### config.mk
export PLATFORM = sky130hd
export DESIGN_NAME = sample_fetch_arbiter
export DESIGN_NICKNAME = d
export VERILOG_FILES = /design/src/rtl/sfa_pkg.sv /design/src/rtl/sfa_rr_pick.sv /design/src/rtl/sample_fetch_arbiter.sv
export SDC_FILE = /design/constraint.sdc
export NUM_CORES = 1
export LEC_CHECK = 0
export CAP_MARGIN = 20
export CORE_ASPECT_RATIO = 1.5
export CORE_UTILIZATION = 32
export CTS_CLUSTER_SIZE = 14
export DETAILED_ROUTE_END_ITERATION = 8
export SLEW_MARGIN = 20
export SYNTH_ARGS = -nofsm -noshare
export SYNTH_HDL_FRONTEND = slang
export SYNTH_HIERARCHICAL = 1
export SYNTH_SLANG_ARGS = --single-unit
### constraint.sdc
create_clock -name clk_sys -period 5.6 [get_ports clk_sys]
set_input_delay 1.4 -clock clk_sys [delete_from_list [all_inputs] [get_ports clk_sys]]
set_output_delay 1.4 -clock clk_sys [all_outputs]
set_load 0.01 [all_outputs]
### src/rtl/sfa_pkg.sv
// Shared types and helpers for the sample fetch arbiter.
package sfa_pkg;

    typedef enum logic [1:0] {
        ST_IDLE  = 2'd0,
        ST_ISSUE = 2'd1,
        ST_WAIT  = 2'd2
    } sfa_state_t;

    localparam logic [7:0] DL_INDEX_DEFAULT = 8'd2;

    function automatic int unsigned rr_next(input int unsigned idx, input int unsigned num_ch);
        return (idx + 1 >= num_ch) ? 0 : idx + 1;
    endfunction

endpackage

### src/rtl/sfa_rr_pick.sv
// Round-robin picker: first asserted request at or after ptr, wrapping.
module sfa_rr_pick #(
    parameter int NUM_CH = 4,
    parameter int IDX_W  = $clog2(NUM_CH)
) (
    input  logic [NUM_CH-1:0] req,
    input  logic [IDX_W-1:0]  ptr,
    output logic [NUM_CH-1:0] gnt,
    output logic [IDX_W-1:0]  idx,
    output logic              found
);

    always_comb begin
        logic [IDX_W-1:0] j;
        j     = '0;
        gnt   = '0;
        idx   = '0;
        found = 1'b0;
        for (int k = 0; k < NUM_CH; k++) begin
            j = IDX_W'((int'(ptr) + k) % NUM_CH);
            if (!found && req[j]) begin
                found  = 1'b1;
                gnt[j] = 1'b1;
                idx    = j;
            end
        end
    end

endmodule

### src/rtl/sample_fetch_arbiter.sv
// Shares one SDRAM word port between the sample download stream (byte packed
// into words, absolute priority) and round-robin playback read channels.
//
// state | meaning
// IDLE  | choose pending download write, else round-robin channel read
// ISSUE | first cycle of mem_req, command already latched
// WAIT  | mem_req and command held until mem_ack
module sample_fetch_arbiter
    import sfa_pkg::*;
#(
    parameter int         NUM_CH   = 4,
    parameter int         ADDR_W   = 24,
    parameter logic [7:0] DL_INDEX = DL_INDEX_DEFAULT
) (
    input  logic                     clk_sys,
    input  logic                     reset_n,
    input  logic                     dl_download,
    input  logic [7:0]               dl_index,
    input  logic                     dl_wr,
    input  logic [24:0]              dl_addr,
    input  logic [7:0]               dl_data,
    output logic                     dl_overrun,
    input  logic [NUM_CH-1:0]        ch_req,
    input  logic [NUM_CH*ADDR_W-1:0] ch_addr,
    output logic [NUM_CH-1:0]        ch_gnt,
    output logic [NUM_CH-1:0]        ch_valid,
    output logic [15:0]              rd_data,
    output logic                     mem_req,
    output logic                     mem_we,
    output logic [ADDR_W-1:0]        mem_addr,
    output logic [15:0]              mem_din,
    input  logic                     mem_ack,
    input  logic [15:0]              mem_dout
);

    localparam int IDX_W = $clog2(NUM_CH);

    sfa_state_t state_q, state_d;
    logic load_wr, load_rd;

    logic              dl_active, dl_download_q, dl_rise;
    logic              byte_pending, wr_pending, wr_busy;
    logic [7:0]        low_byte;
    logic [ADDR_W-1:0] low_addr, wr_addr, sel_addr;
    logic [15:0]       wr_word;
    logic              wr_ack, rd_ack;

    logic [IDX_W-1:0]  ptr, gnt_idx, pick_idx;
    logic [NUM_CH-1:0] gnt_oh, pick_gnt;
    logic              pick_found;

    assign dl_active = dl_download && (dl_index == DL_INDEX);
    assign dl_rise   = dl_download && !dl_download_q;
    assign wr_ack    = (state_q == ST_WAIT) && mem_ack && mem_we;
    assign rd_ack    = (state_q == ST_WAIT) && mem_ack && !mem_we;
    // A slot freed by this cycle's ack can take a new word in the same cycle.
    assign wr_busy   = wr_pending && !wr_ack;
    assign mem_req   = (state_q != ST_IDLE);

    always_ff @(posedge clk_sys or negedge reset_n) begin
        if (!reset_n) begin
            dl_download_q <= 1'b0;
            dl_overrun    <= 1'b0;
            byte_pending  <= 1'b0;
            wr_pending    <= 1'b0;
            low_byte      <= '0;
            low_addr      <= '0;
            wr_addr       <= '0;
            wr_word       <= '0;
        end else begin
            dl_download_q <= dl_download;
            if (wr_ack)
                wr_pending <= 1'b0;
            if (dl_rise)
                dl_overrun <= 1'b0;
            if (dl_active && dl_wr) begin
                if (!dl_addr[0]) begin
                    low_byte     <= dl_data;
                    low_addr     <= ADDR_W'(dl_addr[24:1]);
                    byte_pending <= 1'b1;
                end else begin
                    byte_pending <= 1'b0;
                    if (wr_busy) begin
                        dl_overrun <= 1'b1;
                    end else begin
                        wr_pending <= 1'b1;
                        wr_word    <= {dl_data, byte_pending ? low_byte : 8'h00};
                        wr_addr    <= ADDR_W'(dl_addr[24:1]);
                    end
                end
            end else if (byte_pending && !dl_download && !wr_busy) begin
                // Trailing even byte after download end; waits for a free slot.
                wr_pending   <= 1'b1;
                wr_word      <= {8'h00, low_byte};
                wr_addr      <= low_addr;
                byte_pending <= 1'b0;
            end
        end
    end

    sfa_rr_pick #(
        .NUM_CH (NUM_CH),
        .IDX_W  (IDX_W)
    ) u_pick (
        .req   (ch_req),
        .ptr   (ptr),
        .gnt   (pick_gnt),
        .idx   (pick_idx),
        .found (pick_found)
    );

    always_comb begin
        sel_addr = '0;
        for (int k = 0; k < NUM_CH; k++)
            if (pick_idx == IDX_W'(k))
                sel_addr = ch_addr[k*ADDR_W +: ADDR_W];
    end

    always_ff @(posedge clk_sys or negedge reset_n) begin
        if (!reset_n)
            state_q <= ST_IDLE;
        else
            state_q <= state_d;
    end

    always_comb begin
        state_d = state_q;
        load_wr = 1'b0;
        load_rd = 1'b0;
        case (state_q)
            ST_IDLE: begin
                if (wr_pending) begin
                    load_wr = 1'b1;
                    state_d = ST_ISSUE;
                end else if (!dl_active && !byte_pending && pick_found) begin
                    load_rd = 1'b1;
                    state_d = ST_ISSUE;
                end
            end
            ST_ISSUE: state_d = ST_WAIT;
            ST_WAIT:  if (mem_ack) state_d = ST_IDLE;
            default:  state_d = ST_IDLE;
        endcase
    end

    always_ff @(posedge clk_sys or negedge reset_n) begin
        if (!reset_n) begin
            mem_we   <= 1'b0;
            mem_addr <= '0;
            mem_din  <= '0;
            ch_gnt   <= '0;
            ch_valid <= '0;
            rd_data  <= '0;
            gnt_oh   <= '0;
            gnt_idx  <= '0;
            ptr      <= '0;
        end else begin
            ch_gnt   <= '0;
            ch_valid <= '0;
            if (load_wr) begin
                mem_we   <= 1'b1;
                mem_addr <= wr_addr;
                mem_din  <= wr_word;
            end else if (load_rd) begin
                mem_we   <= 1'b0;
                mem_addr <= sel_addr;
                mem_din  <= '0;
                ch_gnt   <= pick_gnt;
                gnt_oh   <= pick_gnt;
                gnt_idx  <= pick_idx;
            end
            if (rd_ack) begin
                rd_data  <= mem_dout;
                ch_valid <= gnt_oh;
                ptr      <= IDX_W'(rr_next(32'(gnt_idx), NUM_CH));
            end
        end
    end

endmodule

==> run_results.csv <==
group,metric,value,unit
cts,cts_max_level,4,
drt,wl,20300,µm
placed_design,buffer_ports.inserted,228,
logic_synthesis,synth_ff_type,"dfrtp_1",
logic_synthesis,synth_area_leaders,"dfrtp_1 52%, mux4_2 7.8%, mux2_2 7.3%",
cts,ctsHoldBuffers,0,
flow_run,cap_viol_max_count,0,
global_routing,groute.layer.met2.usage,33.6,%
drt,avgRoutedWirePerCell,19.7,µm
logic_synthesis,synth_top_area_cell,"dfrtp_1",
power_and_ir_drop,finalPower,4.67,mW
layout,most_frequent_cells_in_the_layout,"227 x clkdlybuf4s50_1, 151 x dfrtp_1, 47 x mux2_2, 33 x mux2i_1, 26 x nand2b_1",
drt,post_drt_via_cell_ratio,5.15,
layout,fin_util,47.1,%
die,die_height,186,µm
power_and_ir_drop,clkPwrFrac,24.8,%
global_routing,grt_util_met3,4.60,%
die,floorplan.initialDensity,32.9,%
die,ioPinCount,229,
layout,final_layout_size_suffix_gt1_share,21.3,%
logic_synthesis,synth.yosys.warnings,6,
setup_path,timing.setup.critical_path_class,"in2reg",
power_and_ir_drop,p_switching,1.58,mW
setup_path,cp.arrival,4.34,ns
cts,clk_pin_slew_worst_paths,0.07,ns
sta,number_of_max_slew_violations_in_the_final_report,0,
drt,drt_drc_violations_left,0,
cts,cts_max_path_buffers,2,
cts,worst_skew_pair.late_latency,0.43,ns
global_routing,antenna_found_initial,1,
setup_path,crit_slowest_cell,"mux4_2",
logic_synthesis,edff_count_synth,0,
setup_path,setup.worst_path.start_class,"primary input",
sta,fin_hold_ws,0.478,ns
global_routing,maximum_number_of_pins_on_one_net_before_global_route_repair,73,
power_and_ir_drop,p_sw_share,33.8,%
cts,cts_tree,"yes",
layout,fill_cells,1949,
global_routing,global_route.usage.total,17.9,%
setup_path,critical_path.most_common_cell,"mux4_2",
power_and_ir_drop,power.static_leakage,4.37,nW
die,die_width,125,µm
global_routing,grt_pass1_wl,32000,µm
power_and_ir_drop,vdd_drop_max,0.291,mV
cts,number_of_gates_resized_after_cts,0,
sta,final_setup_violation_count,0,
logic_synthesis,postSynthCellCount,523,
hold_path,hold_path_depth,1,
layout,fin_cells,1030,
sta,timing.slew.headroom,37.4,%
drt,via_count,5302,
sta,grt_setup_unrepaired,"no",
sta,clock.fmax,247,MHz
sta,worst_clock_skew,0.0132,ns
sta,worst_slack,1.55,ns
power_and_ir_drop,power_frac_comb,43.7,%
cts,cts.repair_timing.setup_buffer_count,0,
global_routing,via_count_of_the_first_global_routing_pass,5822,
logic_synthesis,synth_cell_types,50,
sta,finalHoldViolCount,0,
placed_design,place.gp.congestion,0.850,
logic_synthesis,syn_nets,691,
drt,drt_first_iter_violations,222,
die,core.rowCount,66,
sta,finalWorstPathRequiredPeriod,4.05,ns
power_and_ir_drop,seqPwrFrac,31.5,%
placed_design,dpl.cell_count,997,
setup_path,worstSetupEndpointType,"flip-flop",
logic_synthesis,yosysTopAreaCellShare,52.4,%
cts,clock_tree.root_cell,"clkbuf_16",
die,fp.dieArea,23100,µm²
global_routing,busiest_layer,"met2",
power_and_ir_drop,powerDensity,453,nW/µm²
drt,drt_pass1_iterations,4,
hold_path,hold_path.class,"reg2reg",
logic_synthesis,yosysSeqAreaShare,52.4,%
layout,syn2layout_area_growth,43.0,%
sta,timing.setup.tns,0,ns
placed_design,dpl.hpwl,14700,µm
setup_path,rr_worst_depth,10,
sta,tightestPinTransition,0.939,ns
setup_path,critical_path_peak_fanout,25,
layout,postLayoutCellArea,10300,µm²
cts,cts_buffer_count,17,
global_routing,met1_usage,19.6,%
logic_synthesis,synth-seq-cells,151,
logic_synthesis,synthesis.area,7200,µm²
cts,numClockSinks,151,
logic_synthesis,synthesis.area_per_instance,13.8,µm²
global_routing,gr-total-overflow,0,
die,coreArea,21900,µm²
setup_path,worstPathCellList,"clkdlybuf4s50_1 -> mux4_2 -> and2b_2 -> o21ai_0 -> o31ai_4 -> buf_4 -> mux4_2 -> nor3_1 -> a21oi_1",
sta,min_period_over_period,72.3,%
power_and_ir_drop,internal_power,3.09,mW
logic_synthesis,synth-async-reset-ratio,100,%
layout,mostFrequentLayoutCell,"clkdlybuf4s50_1",
placed_design,placedInstanceArea,9710,µm²
run_status,outcome,"complete, no violations",
layout,layout.nets,912,
drt,antenna_left,0,
placed_design,preCtsSetupSlack,1.09,ns
setup_path,cpPeakStageDelay,0.63,ns
setup_path,cp.required,5.89,ns
cell type report:
type                       count  area [µm²]  share of cell area (%)
sequential                   151        3780                    36.7
multi-input combinational    323        3190                    30.9
timing repair buffer         237        2350                    22.8
clock buffer                  17         425                    4.13
tap                          272         340                    3.30
clock inverter                15         166                    1.62
inverter                      14        52.6                   0.510
antenna                        1        2.50                  0.0243
synth_stat cells, types with 5 or more instances:
master / n
dfrtp_1: 151
mux2_2: 47
mux2i_1: 33
nand2b_1: 26
mux4_2: 25
a21oi_1: 24
a22o_1: 24
nor3_1: 24
o221a_2: 24
inv_1: 14
buf_2: 12
nand2_1: 11
clkbuf_1: 10
nor2_1: 9
a22oi_1: 8
buf_6: 8
o21ai_0: 8
mux2_1: 7
ha_1: 6
and2_1: 5
mux2_4: 5
power groups by stage:
stage	registers, mW	clock network (mW)	logic, mW
after floorplan	1.52	0	1.28
after global placement	1.48	0	2.02
after detailed placement	1.49	0	2.07
after CTS	1.47	1.18	2.07
after global routing	1.50	1.23	2.22
final	1.47	1.16	2.04
critical path: cells and delay by family:
kind	cells	cell delay, ns
and+or+nand+nor	2	0.49
muxes	2	1.19
buffers and inverters	2	0.92
AOI/OAI and AO/OA	3	0.32
cells by family after synthesis:
| group | after synthesis | synth area share, % |
|---|---|---|
| fa+ha+maj | 6 | 1.04 |
| compound gates | 101 | 11.5 |
| flops | 151 | 52.4 |
| mux | 120 | 23.0 |
| buf+inv | 49 | 3.80 |
| simple gates | 96 | 8.23 |
metal layers:
metal	part of all wire (%)	vias to the layer above	routed length (µm)
met2	56	174	11300
li1	-	2422	-
met4	1.2	0	241
met1	38	2690	7710
met5	0	-	0
met3	5.1	16	1040
state kept, by name, summed over array words and instances, names as in the netlist, 2 cells and up:
register / flops
wr_word: 16
state_q: 2
mem_din: 16
low_byte: 8
ch_gnt: 4
wr_addr: 24
low_addr: 24
gnt_oh: 4
ptr: 2
rd_data: 16
gnt_idx: 2
mem_addr: 24
ch_valid: 4
path summary, 6_finish.rpt:
kind	start	slack, ns	to
worst min-delay path	low_addr[1]	0.48	low_addr[1]
max in group asynchronous	reset_n	3.57	gnt_oh[2]
worst max-delay path	ch_req[2]	1.55	mem_addr[12]
min in group asynchronous	reset_n	0.97	low_addr[17]
worst max register to register	ptr[0]	1.93	mem_addr[12]
worst min register to register	low_addr[1]	0.48	low_addr[1]
(Power assumes the default switching activity.)
